<file path="src/rtl/spi_fb_writer.sv">
// -----------------------------------------------------------------------------
// spi_fb_writer
//
// Turns a stream of 32-bit SPI words into writes to a double-buffered
// framebuffer. The first word after chip-select fall is a header
// (opcode in [31:24], argument in [23:0]); the words after it are
// handled according to that header:
//   0x01 : set the write pointer, then every data word is one RGB888 pixel
//          written into the back bank, with the pointer advancing and wrapping
//   0x02 : request a bank swap, performed on the next frame_end
//   0x03 : set global brightness from argument[7:0]
//   other: unknown opcode, counted as a dropped word
// Data words that arrive while no pixel transaction is open are dropped and
// counted in a saturating 8-bit counter.
//
// Ports
//   clk         sole clock, rising edge
//   resetn      synchronous active-low reset
//   read_value  received SPI word (valid with done)
//   first_word  marks read_value as a header (valid with done)
//   done        one-cycle word-valid strobe
//   frame_end   one-cycle end-of-displayed-frame pulse from the scanner
//   fb_we       framebuffer write strobe (one cycle per pixel)
//   fb_waddr    {bank, pixel address}; bank is always the back bank
//   fb_wdata    RGB888 pixel
//   disp_bank   bank currently shown by the scanner
//   brightness  global brightness level
//   drop_count  saturating count of discarded words
// -----------------------------------------------------------------------------
module spi_fb_writer #(
    parameter int ADDR_BITS = 12,
    parameter int NPIXELS   = 4096
) (
    input  logic                 clk,
    input  logic                 resetn,
    input  logic [31:0]          read_value,
    input  logic                 first_word,
    input  logic                 done,
    input  logic                 frame_end,
    output logic                 fb_we,
    output logic [ADDR_BITS:0]   fb_waddr,
    output logic [23:0]          fb_wdata,
    output logic                 disp_bank,
    output logic [7:0]           brightness,
    output logic [7:0]           drop_count
);

    // Pixel count widened by one bit so NPIXELS == 2**ADDR_BITS is representable.
    localparam logic [ADDR_BITS:0]   NPIX_W    = (ADDR_BITS+1)'(NPIXELS);
    localparam logic [ADDR_BITS-1:0] LAST_ADDR = ADDR_BITS'(NPIXELS - 1);

    localparam logic [7:0] OP_SET_ADDR   = 8'h01;
    localparam logic [7:0] OP_SWAP       = 8'h02;
    localparam logic [7:0] OP_BRIGHTNESS = 8'h03;

    typedef enum logic [1:0] {
        ST_IDLE    = 2'd0,
        ST_PIXELS  = 2'd1,
        ST_DISCARD = 2'd2
    } state_t;

    state_t                 state_reg, state_next;
    logic [ADDR_BITS-1:0]   ptr_reg, ptr_next;
    logic                   fb_we_reg, fb_we_next;
    logic [ADDR_BITS:0]     fb_waddr_reg, fb_waddr_next;
    logic [23:0]            fb_wdata_reg, fb_wdata_next;
    logic                   disp_bank_reg, disp_bank_next;
    logic                   swap_pending_reg, swap_pending_next;
    logic [7:0]             brightness_reg, brightness_next;
    logic [7:0]             drop_count_reg, drop_count_next;

    logic                   is_header;
    logic                   is_data;
    logic [7:0]             opcode;
    logic [23:0]            argument;
    logic [ADDR_BITS-1:0]   start_addr;
    logic                   drop_inc;

    assign is_header  = done & first_word;
    assign is_data    = done & ~first_word;
    assign opcode     = read_value[31:24];
    assign argument   = read_value[23:0];
    assign start_addr = argument[ADDR_BITS-1:0];

    // -------------------------------------------------------------------------
    // State register
    // -------------------------------------------------------------------------
    always_ff @(posedge clk) begin
        if (!resetn) begin
            state_reg <= ST_IDLE;
        end else begin
            state_reg <= state_next;
        end
    end

    // -------------------------------------------------------------------------
    // Next-state logic: a header always restarts the transaction, whatever
    // state we are in; only the set-address opcode opens a pixel stream.
    // -------------------------------------------------------------------------
    always_comb begin
        state_next = state_reg;
        if (is_header) begin
            if (opcode == OP_SET_ADDR) begin
                state_next = ST_PIXELS;
            end else begin
                state_next = ST_DISCARD;
            end
        end
    end

    // -------------------------------------------------------------------------
    // Output / datapath next values
    // -------------------------------------------------------------------------
    always_comb begin
        ptr_next          = ptr_reg;
        fb_we_next        = 1'b0;
        fb_waddr_next     = fb_waddr_reg;
        fb_wdata_next     = fb_wdata_reg;
        disp_bank_next    = disp_bank_reg;
        swap_pending_next = swap_pending_reg;
        brightness_next   = brightness_reg;
        drop_count_next   = drop_count_reg;
        drop_inc          = 1'b0;

        if (is_header) begin
            case (opcode)
                OP_SET_ADDR: begin
                    // Out-of-range start addresses restart at pixel 0.
                    if ({1'b0, start_addr} >= NPIX_W) begin
                        ptr_next = '0;
                    end else begin
                        ptr_next = start_addr;
                    end
                end
                OP_SWAP: begin
                    // Re-requesting while pending leaves the single request in place.
                    swap_pending_next = 1'b1;
                end
                OP_BRIGHTNESS: begin
                    brightness_next = argument[7:0];
                end
                default: begin
                    drop_inc = 1'b1;
                end
            endcase
        end else if (is_data) begin
            if (state_reg == ST_PIXELS) begin
                fb_we_next    = 1'b1;
                fb_wdata_next = argument;
                // Target is always the bank not being displayed right now, so a
                // swap in the middle of a stream redirects later pixels only.
                fb_waddr_next = {~disp_bank_reg, ptr_reg};
                if (ptr_reg == LAST_ADDR) begin
                    ptr_next = '0;
                end else begin
                    ptr_next = ptr_reg + 1'b1;
                end
            end else begin
                drop_inc = 1'b1;
            end
        end

        // Only a request that was already pending before this cycle is served,
        // so a swap header coinciding with frame_end waits for the next frame.
        if (swap_pending_reg && frame_end) begin
            disp_bank_next    = ~disp_bank_reg;
            swap_pending_next = 1'b0;
        end

        if (drop_inc && (drop_count_reg != 8'hFF)) begin
            drop_count_next = drop_count_reg + 8'd1;
        end
    end

    // -------------------------------------------------------------------------
    // Datapath registers
    // -------------------------------------------------------------------------
    always_ff @(posedge clk) begin
        if (!resetn) begin
            ptr_reg          <= '0;
            fb_we_reg        <= 1'b0;
            fb_waddr_reg     <= '0;
            fb_wdata_reg     <= '0;
            disp_bank_reg    <= 1'b0;
            swap_pending_reg <= 1'b0;
            brightness_reg   <= 8'h80;
            drop_count_reg   <= 8'h00;
        end else begin
            ptr_reg          <= ptr_next;
            fb_we_reg        <= fb_we_next;
            fb_waddr_reg     <= fb_waddr_next;
            fb_wdata_reg     <= fb_wdata_next;
            disp_bank_reg    <= disp_bank_next;
            swap_pending_reg <= swap_pending_next;
            brightness_reg   <= brightness_next;
            drop_count_reg   <= drop_count_next;
        end
    end

    assign fb_we      = fb_we_reg;
    assign fb_waddr   = fb_waddr_reg;
    assign fb_wdata   = fb_wdata_reg;
    assign disp_bank  = disp_bank_reg;
    assign brightness = brightness_reg;
    assign drop_count = drop_count_reg;

endmodule

</file>
<file path="config.mk">
export PLATFORM = sky130hd
export DESIGN_NAME = spi_fb_writer
export DESIGN_NICKNAME = d
export VERILOG_FILES = /design/src/rtl/spi_fb_writer.sv
export SDC_FILE = /design/constraint.sdc
export NUM_CORES = 1
export LEC_CHECK = 0
export ABC_AREA = 1
export CORE_MARGIN = 2
export CORE_UTILIZATION = 45
export DETAILED_ROUTE_END_ITERATION = 16
export PLACE_DENSITY = 0.77
export SKIP_CTS_REPAIR_TIMING = 1
export SYNTH_ARGS = -nofsm -noshare
export SYNTH_HDL_FRONTEND = slang
export SYNTH_SLANG_ARGS = --single-unit
</file>
<file path="constraint.sdc">
create_clock -name clk -period 1.7 [get_ports clk]
set_clock_uncertainty 0.15 [all_clocks]
set_input_delay 0.51 -clock clk [delete_from_list [all_inputs] [get_ports clk]]
set_output_delay 0.51 -clock clk [all_outputs]
set_load 0.02 [all_outputs]
</file>
==> results of run 1 <==
## worst reg2reg max path: cells and delay by family, from the launching register on
family / cells / cell delay (ps)
adders and majority gates: 1 / 190
DFF: 1 / 360
buffers and inverters: 1 / 50
AOI/OAI and AO/OA: 3 / 340
and+or+nand+nor: 3 / 400
## worst max path at each step
stage                                             to                        from  slack, ps  depth (start not counted)
after floorplan           drop_count[2]$_SDFFE_PN0P_  drop_count[0]$_SDFFE_PN0P_         80                          7
after global placement       ptr_reg[1]$_SDFFE_PN0P_              read_value[24]       -420                         11
after detailed placement     ptr_reg[5]$_SDFFE_PN0P_              read_value[27]       -480                         10
after CTS                                  disp_bank      disp_bank$_SDFFE_PN0P_       -310                          1
after global routing      drop_count[7]$_SDFFE_PN0P_  drop_count[0]$_SDFFE_PN0P_        -10                          8
final                                      disp_bank      disp_bank$_SDFFE_PN0P_         80                          1
## layer usage
metal / global-route usage / up-vias / routed length [um]
li1: - / 1550 / -
met1: 0.2738 / 1409 / 3538
met2: 0.3432 / 93 / 3806
met3: 0.04620 / 10 / 485
met4: 0.08802 / 0 / 123
met5: 0 / - / 0
## cells in the mapped netlist, drive strengths merged
master,number,area [um^2]
a21oi,29,167.7
inv,25,93.84
nand2,50,226.5
nand3,18,90.09
dfxtp,70,1401
nand4,3,25.02
buf,11,71.32
xnor2,5,43.79
or2,1,6.260
nor2,98,382.9
a22oi,2,15.01
clkbuf,8,30.03
o211ai,1,7.510
xor2,6,52.55
a211oi,5,52.55
a31oi,2,12.51
ha,2,25.02
o21ai,61,305.3
nor3,4,25.02
## cell families after synthesis
group	Yosys count	share of synthesized area
buffers and inverters	44	0.06433
DFF	70	0.4619
adders and majority gates	2	0.008246
AOI/OAI and AO/OA	100	0.1847
and+or+nand+nor	174	0.2491
xor gates and xnor gates	11	0.03175
## stage by stage
stage | total power [mW] | instance area, um^2 | hold WS [ps]
finish | 3.439 | 4668 | 318.5
global route | 3.573 | 4668 | 346.2
CTS | 3.465 | 4394 | 319.0
detailed placement | 2.126 | 4193 | 306.6
global placement | 2.119 | 4193 | 305.6
floorplan | 1.919 | 3034 | 286.6
## power by group through the flow
stage / clock (mW) / sequential [mW] / combinational (mW)
after detailed placement: 0 / 1.74 / 0.388
after global placement: 0 / 1.74 / 0.382
after CTS: 1.38 / 1.70 / 0.389
final: 1.35 / 1.70 / 0.392
after global routing: 1.44 / 1.70 / 0.429
after floorplan: 0 / 1.77 / 0.150
## area by class of cell
type,instances,area share
flip-flops and latches,70,0.3007
clock buffers,13,0.03404
multi-input cells,287,0.3173
well taps,77,0.02064
inverters,25,0.02010
repair buffers,122,0.2980
clock inverters,3,0.009113
==> results.toml, run 1 <==
[sta]
finalSetupViolCount = 0
finalCritPeriodShare = 0.9506
maxClockFrequency_mhz = 618.8
relSlewSlack = 0.8259
hold_violations = 0
timing.final.ws_setup_ps = 84.05
tns_ps = 0
worst-slew-pin-transition_ps = 258.4
post-route-min-period_ps = 1616
drv_slew = 0

[finish]
final_common_cell = "nor2_1"
layout_common_cells = "nor2_1 (92), dfxtp_1 (68), dlymetal6s2s_1 (65)"
ff_latch_area_mm2 = 0.001404
area_growth_pct = 53.86
fin_cells = 597
fillCellCount = 520
drive_gt1_frac = 0.1615
largest_register_ffs = 24
post-route-util = 0.7269
fin_nets = 554
multiInputGateArea_mm2 = 0.001481
insertedDiodeCount = 0

[status]
outcome = "complete, no violations"

[setup_path]
crit_path_max_incr_delay_ps = 380
startpoint_type = "register"
critical_path_required_ps = 1040
r2r_slack_ps = 100
end_kind = "primary output"
critPathBufInv = 1
critical_path_arrival_ps = 960
cpLargestDelayFamily = "flip-flops"
reg2reg_to = "ptr_reg[10]$_SDFFE_PN0P_"
crit_path_cell_trace = "dlymetal6s2s_1"
timing.rr.start = "ptr_reg[1]$_SDFFE_PN0P_"
critPathKind = "register to primary output"
path_max_fanout = 3
r2r_cells = 8
cp_slowest_cell = "dfxtp_1"

[synth]
ys_seq_elements = 70
synthDistinctLibCells = 32
syn_avg_cell_area_um2 = 7.566
ys_warn_count = 0
syn_inst = 401
synth_nets = 440
ys_seq_area_frac = 0.4619
synth.cell_area_mm2 = 0.003034

[placement]
portBuffers = 91
gp_congestion = 0.8840
dp_hpwl_um = 5528
post-place-ws_ps = -475.6
placed_cells = 577

[route]
drc = 0
wl_per_cell_um = 13.32
vias = 3062
dr.pass1.iters = 5
wl_um = 7954
viasPerCell = 5.129
final_antenna_net_count = 0
drt-initial-drc-count = 133

[floorplan]
core_area_mm2 = 0.006422
start_util = 0.4724
die_x_um = 86.12
die_area_mm2 = 0.007416
num_io_pins = 92
rows = 29
die_h_um = 86.12

[hold_path]
min_to = "brightness[6]$_SDFFE_PN0P_"
min_delay_path_depth = 2
worstHoldPathType = "register to register"
hp-start = "brightness[6]$_SDFFE_PN0P_"

[global_route]
antenna_found_initial = 0
grt_pass1_wl_um = 12580
gr-usage-all-layers = 0.2121
grt-ovfl-total = 0
grt_pass1_vias = 2861
grt_max_degree = 45

[power_and_ir_drop]
internal_power_mw = 2.627
leakagePower_nw = 2.847
p_sw_mw = 0.8124
power_density_mw_per_mm2 = 736.8
seqPwrFrac = 0.494
p_sw_frac = 0.2362
peakVddDrop_mv = 0.5237
clkPwrFrac = 0.392
p_comb_frac = 0.114

[cts]
clkTransAtPathRegs_ps = 70
clock-root-buffer = "clkbuf_8"
numCtsBuffers = 9
clkSinkCount = 70
cts_tree = "built"
clock_latency_ps = 340
clockBufferDepth = 2
htreeDepth = 3

[run]
maxCapViolCount = 0
Power figures use the tool's default switching activity.
==> run 2: changes to the inputs <==
- CORE_MARGIN: 2 -> unset
- CORE_UTILIZATION: 45 -> 47
- PLACE_DENSITY: 0.77 -> 0.8
==> run 2 against run 1 <==
  * Register-to-register slack worse by 20 ps
  * Core utilization is 4.7 points higher
  * Critical endpoint is now ptr_reg[9]$_SDFFE_PN0P_
  * Global-route usage is 2.9 points higher
  * Combinational power is 3% higher
  * Via count is 2.2% higher
  * First-iteration DRC count is 60% higher
  * Design area is 0.54% higher
  * Wire length is 5.7% higher
  * Critical path type is now primary input to register
  * Power is 3.5% higher
  * Sequential cell count stayed put
  * Highest routed layer unchanged
  * Clock power is 8% higher
  * Hold slack better by 11 ps
==> results.toml, run 2 (synthesis gave the netlist of run 1 again) <==
[sta]
finalCritPeriodShare = 0.9919
worst-slew-pin-transition_ps = 266.0
finalSetupViolCount = 0
post-route-min-period_ps = 1686
drv_slew = 0
relSlewSlack = 0.8224
maxClockFrequency_mhz = 593.0
tns_ps = 0
hold_violations = 0

[power_and_ir_drop]
peakVddDrop_mv = 0.5958
leakagePower_nw = 2.865
power_density_mw_per_mm2 = 758.2

[global_route]
antenna_found_initial = 0
grt-ovfl-total = 0
grt_max_degree = 32
grt_pass1_wl_um = 12290
gr-usage-all-layers = 0.2414
grt_pass1_vias = 2731

[floorplan]
num_io_pins = 92
rows = 28
start_util = 0.5006
die_x_um = 82.35
die_area_mm2 = 0.006781
die_h_um = 82.35
core_area_mm2 = 0.006061

[finish]
insertedDiodeCount = 0
fin_nets = 557
layout_common_cells = "nor2_1 (92), dfxtp_1 (68), dlymetal6s2s_1 (65)"
area_growth_pct = 54.68
final_common_cell = "nor2_1"
drive_gt1_frac = 0.1683
post-route-util = 0.7744
largest_register_ffs = 24

[hold_path]
min_to = "brightness[6]$_SDFFE_PN0P_"
min_delay_path_depth = 2
worstHoldPathType = "register to register"
hp-start = "brightness[6]$_SDFFE_PN0P_"

[run]
maxCapViolCount = 0

[status]
outcome = "complete, no violations"

[cts]
clock_latency_ps = 340
clock-root-buffer = "clkbuf_8"
htreeDepth = 3
clkSinkCount = 70
numCtsBuffers = 9
cts_tree = "built"
clkTransAtPathRegs_ps = 80
clockBufferDepth = 2

[route]
dr.pass1.iters = 5
viasPerCell = 5.232
drt-initial-drc-count = 213
wl_um = 8406
final_antenna_net_count = 0
wl_per_cell_um = 14.06
vias = 3129
drc = 0

[placement]
portBuffers = 91
dp_hpwl_um = 5482
gp_congestion = 0.8557

[setup_path]
startpoint_type = "primary input"
cpLargestDelayFamily = "simple AND/OR/NAND/NOR gates"
r2r_slack_ps = 80
path_max_fanout = 5
r2r_cells = 8
critPathBufInv = 3
cp_slowest_cell = "nor2_2"
critical_path_required_ps = 1790
end_kind = "register"
critical_path_arrival_ps = 1770
cpMostUsedCell = "nand2_1"
timing.rr.start = "drop_count[0]$_SDFFE_PN0P_"
crit_path_cell_trace = "dlymetal6s2s_1 > nor2_2 > nand2_1 > nor2_2 > nand2_1 > nand2_2 > buf_12 > buf_2 > nand2_1 > a21oi_1 > nor2_1"
reg2reg_to = "drop_count[3]$_SDFFE_PN0P_"
crit_cells = 11
critPathKind = "primary input to register"
crit_path_max_incr_delay_ps = 160
==> run 2: layer usage <==
layer  GRT usage  routed length [um]  up-vias  share of wire
met2      0.4107                4021      133           0.48
met1      0.2920                3606     1433           0.43
met4      0.1035                 161        0          0.019
met5           0                   0        -              0
li1            -                   -     1547              -
met3     0.05275                 618       16          0.074
==> run 2: through the flow <==
stage / cells / hold slack [ps] / total power, mW / setup slack, ps / area, um^2
floorplan: 401 / 286.6 / 1.919 / 83.77 / 3034
global placement: 574 / 306.1 / 2.118 / -424.4 / 4195
CTS: 590 / 327.3 / 3.571 / -346.7 / 4409
global route: 598 / 352.5 / 3.698 / -77.77 / 4693
detailed placement: 574 / 314.1 / 2.128 / -448.5 / 4195
finish: 598 / 329.4 / 3.559 / 13.70 / 4693
==> run 2: worst max-delay path by stage <==
stage,end,slack [ps],start
finish,ptr_reg[9]$_SDFFE_PN0P_,10,read_value[26]
global route,ptr_reg[3]$_SDFFE_PN0P_,-80,read_value[24]
CTS,drop_count[0],-350,drop_count[0]$_SDFFE_PN0P_
detailed placement,drop_count[3]$_SDFFE_PN0P_,-450,read_value[25]
global placement,ptr_reg[1]$_SDFFE_PN0P_,-420,read_value[24]
floorplan,drop_count[2]$_SDFFE_PN0P_,80,drop_count[0]$_SDFFE_PN0P_
==> run 2: power breakdown <==
part,internal [mW],switching [mW]
combinational,0.197,0.206
sequential,1.68,0.0242
clock,0.824,0.631
==> run 2: tightest hold or removal path, delay by kind of cell (launching register included) <==
| kind | cells | cell delay [ps] |
|---|---|---|
| AOI/OAI and AO/OA | 1 | 60 |
| and+or+nand+nor | 1 | 60 |
| DFF | 1 | 320 |
==> run 2: area by class of cell <==
type                    count  area, um^2
repair buffers            125        1419
fillers                   437        1368
clock buffers              10       127.6
clock inverters             6       86.33
flip-flops and latches     70        1404
inverters                  25       93.84
multi-input cells         287        1469
well taps                  75       93.84
==> run 3: changes to the inputs <==
- CTS_CLUSTER_DIAMETER: unset -> 200
==> results of run 3 <==
The final DEF is identical to that of run 2; final timing and power are the same.
==> edit, RTL diff (settings of run 1) <==
Change the parameter `ADDR_BITS` from 12 to 11.
--- a/src/rtl/spi_fb_writer.sv
+++ b/src/rtl/spi_fb_writer.sv
@@ -30,3 +30,3 @@
 module spi_fb_writer #(
-    parameter int ADDR_BITS = 12,
+    parameter int ADDR_BITS = 11,
     parameter int NPIXELS   = 4096
Interface: changed (resized fb_waddr); port bits go from 92 to 91. The function was not compared with the original's and may differ.
==> edit against run 1 <==
Sequential cell count decreased by 2; combinational power down 7.1%; highest routed layer unchanged; area after synthesis decreased by 7.7%; core utilization is 4.1 points higher; wire length up 2.6%; cell count is 5.0% lower; worst setup slack lost 0.017 ns; sequential share of layout area is 0.32 points lower; cell area fell by 2.0%; sequential power down 4%; largest cell class unchanged; via count shrank 4.6%; power increased by 6.1%.
==> edit: results (changes against run 1) <==
Outcome:
- The flow ran to the end, and the final reports show no timing, DRC or antenna violations.

Synthesis:
- The share of synthesized area spent on multiplexers is 0% (unchanged).
- The adder-cell share of the synthesized area is 0.893% (+0.069 points).
- The warning count from the yosys run is 0 (unchanged).
- The compound-gate portion of the synthesized area is 13.1% (-5.3 points).
- The commonest cells after synthesis are nor2_1 (98), dfxtp_1 (68), o21ai_0 (45).
- The share of synthesized area occupied by flip-flops and latches came to 48.6% (+2.4 points).
- The synthesized netlist net count is 400 (-9.1%).
- The share of flip-flops with an asynchronous set or reset is 0% (unchanged).
- The fraction of synthesized cell area in xor and xnor cells is 2.50% (-0.67 points).
- The count of distinct cell types in the synthesized netlist is 28 (-13%).
- In the synthesized netlist the dominant register cell turns out to be dfxtp_1.
- Yosys attributes the largest share of cell area to dfxtp_1 (49%), nor2_1 (13%), o21ai_0 (8.0%), nand2_1 (4.7%), nand3_1 (3.8%).

Worst setup path:
- The endpoint arrival time on the critical path is 1.76 ns (+0.80 ns).
- The largest fanout on the critical path is 5 (+2).
- On the critical path, the stage with the largest delay is an instance of nor2_4.
- The largest stage delay on the critical path is 0.17 ns (-0.21 ns).

Clocking:
- The maximum buffer depth of the clock tree was 2 (unchanged).
- The register clock-pin slew on the reported worst setup and hold paths was 0.07 ns (about the same).
- The later-pin clock latency in the skew report is 0.34 ns (about the same).
- The clock buffer count from CTS is 9 (unchanged).
- The count of H-tree levels built during CTS was 3 (unchanged).
- The root buffer cell is clkbuf_8.

Global routing:
- The number of antenna violations at the first check in global routing is 0 (unchanged).
- The global-route wire length before repair is 12200 microns (-2.9%).
- The global-route usage over all layers was 21.4% (+0.15 points).
- The number of global-route vias before repair was 2755 (-3.7%).
- The pin count of the biggest net entering global routing is 26 (-42%).

Pwr:
- The peak supply drop came to 680 uV (+30%).
- The leakage power is 2.83 nW (-0.67%).

Route:
- The count of TritonRoute iterations in the first routing pass is 4 (-1).
- The final routed DRC violation total is 0 (unchanged).
- The mean routed wirelength per cell came to 14.4 microns (+8.0%).
- The via count normalized by instance count came to 5.15 (+0.44%).
- The number of design-rule violations left by the first detailed-router iteration is 147 (+11%).

Placed design:
- The final estimated routing congestion in global placement was 0.896 (+1.3%).
- The count of input and output buffers came to 90 (-1.1%).
- The cell area after placement is 0.00398 sq mm (-5.0%).
- The HPWL reported at the end of detailed placement is 5010 microns (-9.3%).

STA:
- The relative slew slack was 82.2% (-0.37 points).

Layout:
- The total number of nets in the final design came to 526 (-5.1%).
- The fraction of final layout cells with drive strength greater than 1 was 19.5% (+3.4 points).
- The count of inserted antenna diode cells came to 0 (unchanged).
- The flip-flop count of the largest register, all copies and words added is 24 (unchanged).

Hold path:
- The path class of the lowest-slack min-delay path is flop to flop.

Run:
- The max capacitance violation total is 0 (unchanged).
## edit: final cells by class
| class | instances | area (sq um) |
|---|---|---|
| clock buffer | 12 | 155 |
| clock inverter | 4 | 95.1 |
| fill | 422 | 1380 |
| inverter | 19 | 77.6 |
| multi-input combinational | 264 | 1440 |
| sequential | 68 | 1360 |
| tap | 75 | 93.8 |
| timing repair buffer | 125 | 1360 |
## edit: cell families (layout without fill, tap and decap cells)
family,count (synthesis),after routing
compound gates,70,70
buf+inv,33,160
flops,68,68
fa+ha+maj,2,2
xor+xnor,8,8
simple gates,180,184
## edit: critical path, delay by kind of cell
family,cells,cell delay (ns)
AOI/OAI and AO/OA,1,0.10
buffers and inverters,2,0.25
and+or+nand+nor,8,0.90
## edit: path summary, 6_finish.rpt
kind | endpoint | start | cells after the start | slack, ns
worst max-delay path | ptr_reg[10]$_SDFFE_PN0P_ | read_value[30] | 11 | 0.07
worst min-delay path | fb_waddr[9]$_SDFFE_PN0P_ | fb_waddr[9]$_SDFFE_PN0P_ | 2 | 0.33
worst max register to register | ptr_reg[0]$_SDFFE_PN0P_ | ptr_reg[0]$_SDFFE_PN0P_ | 8 | 0.07
worst min register to register | fb_waddr[9]$_SDFFE_PN0P_ | fb_waddr[9]$_SDFFE_PN0P_ | 2 | 0.33
## edit: power breakdown
part	leakage, nW	switching, W	internal [W]
sequential	0.550	0.0000175	0.00162
clock	0.127	0.000593	0.00105
combinational	2.15	0.000184	0.000181
## edit: metrics by stage
stage          worst slack [ns]  total power, W  setup TNS, ns  cells  hold WS (ns)
3_5_place_dp             -0.458         0.00202         -23.16    542         0.313
2_1_floorplan            0.0434         0.00182              0    361         0.287
6_report                 0.0675         0.00365              0    567         0.325
3_3_place_gp             -0.437         0.00201         -21.42    542         0.302
4_1_cts                  -0.366         0.00365         -15.88    558         0.330
5_1_grt                 -0.0522         0.00376         -0.159    567         0.343
## edit: metal layers
| layer | up-vias | part of all wire (%) | track usage, % |
|---|---|---|---|
| met3 | 27 | 5.2 | 5.17 |
| li1 | 1437 | - | - |
| met4 | 0 | 3.4 | 9.84 |
| met2 | 112 | 50 | 36.7 |
| met5 | - | 0 | 0 |
| met1 | 1345 | 42 | 25.1 |
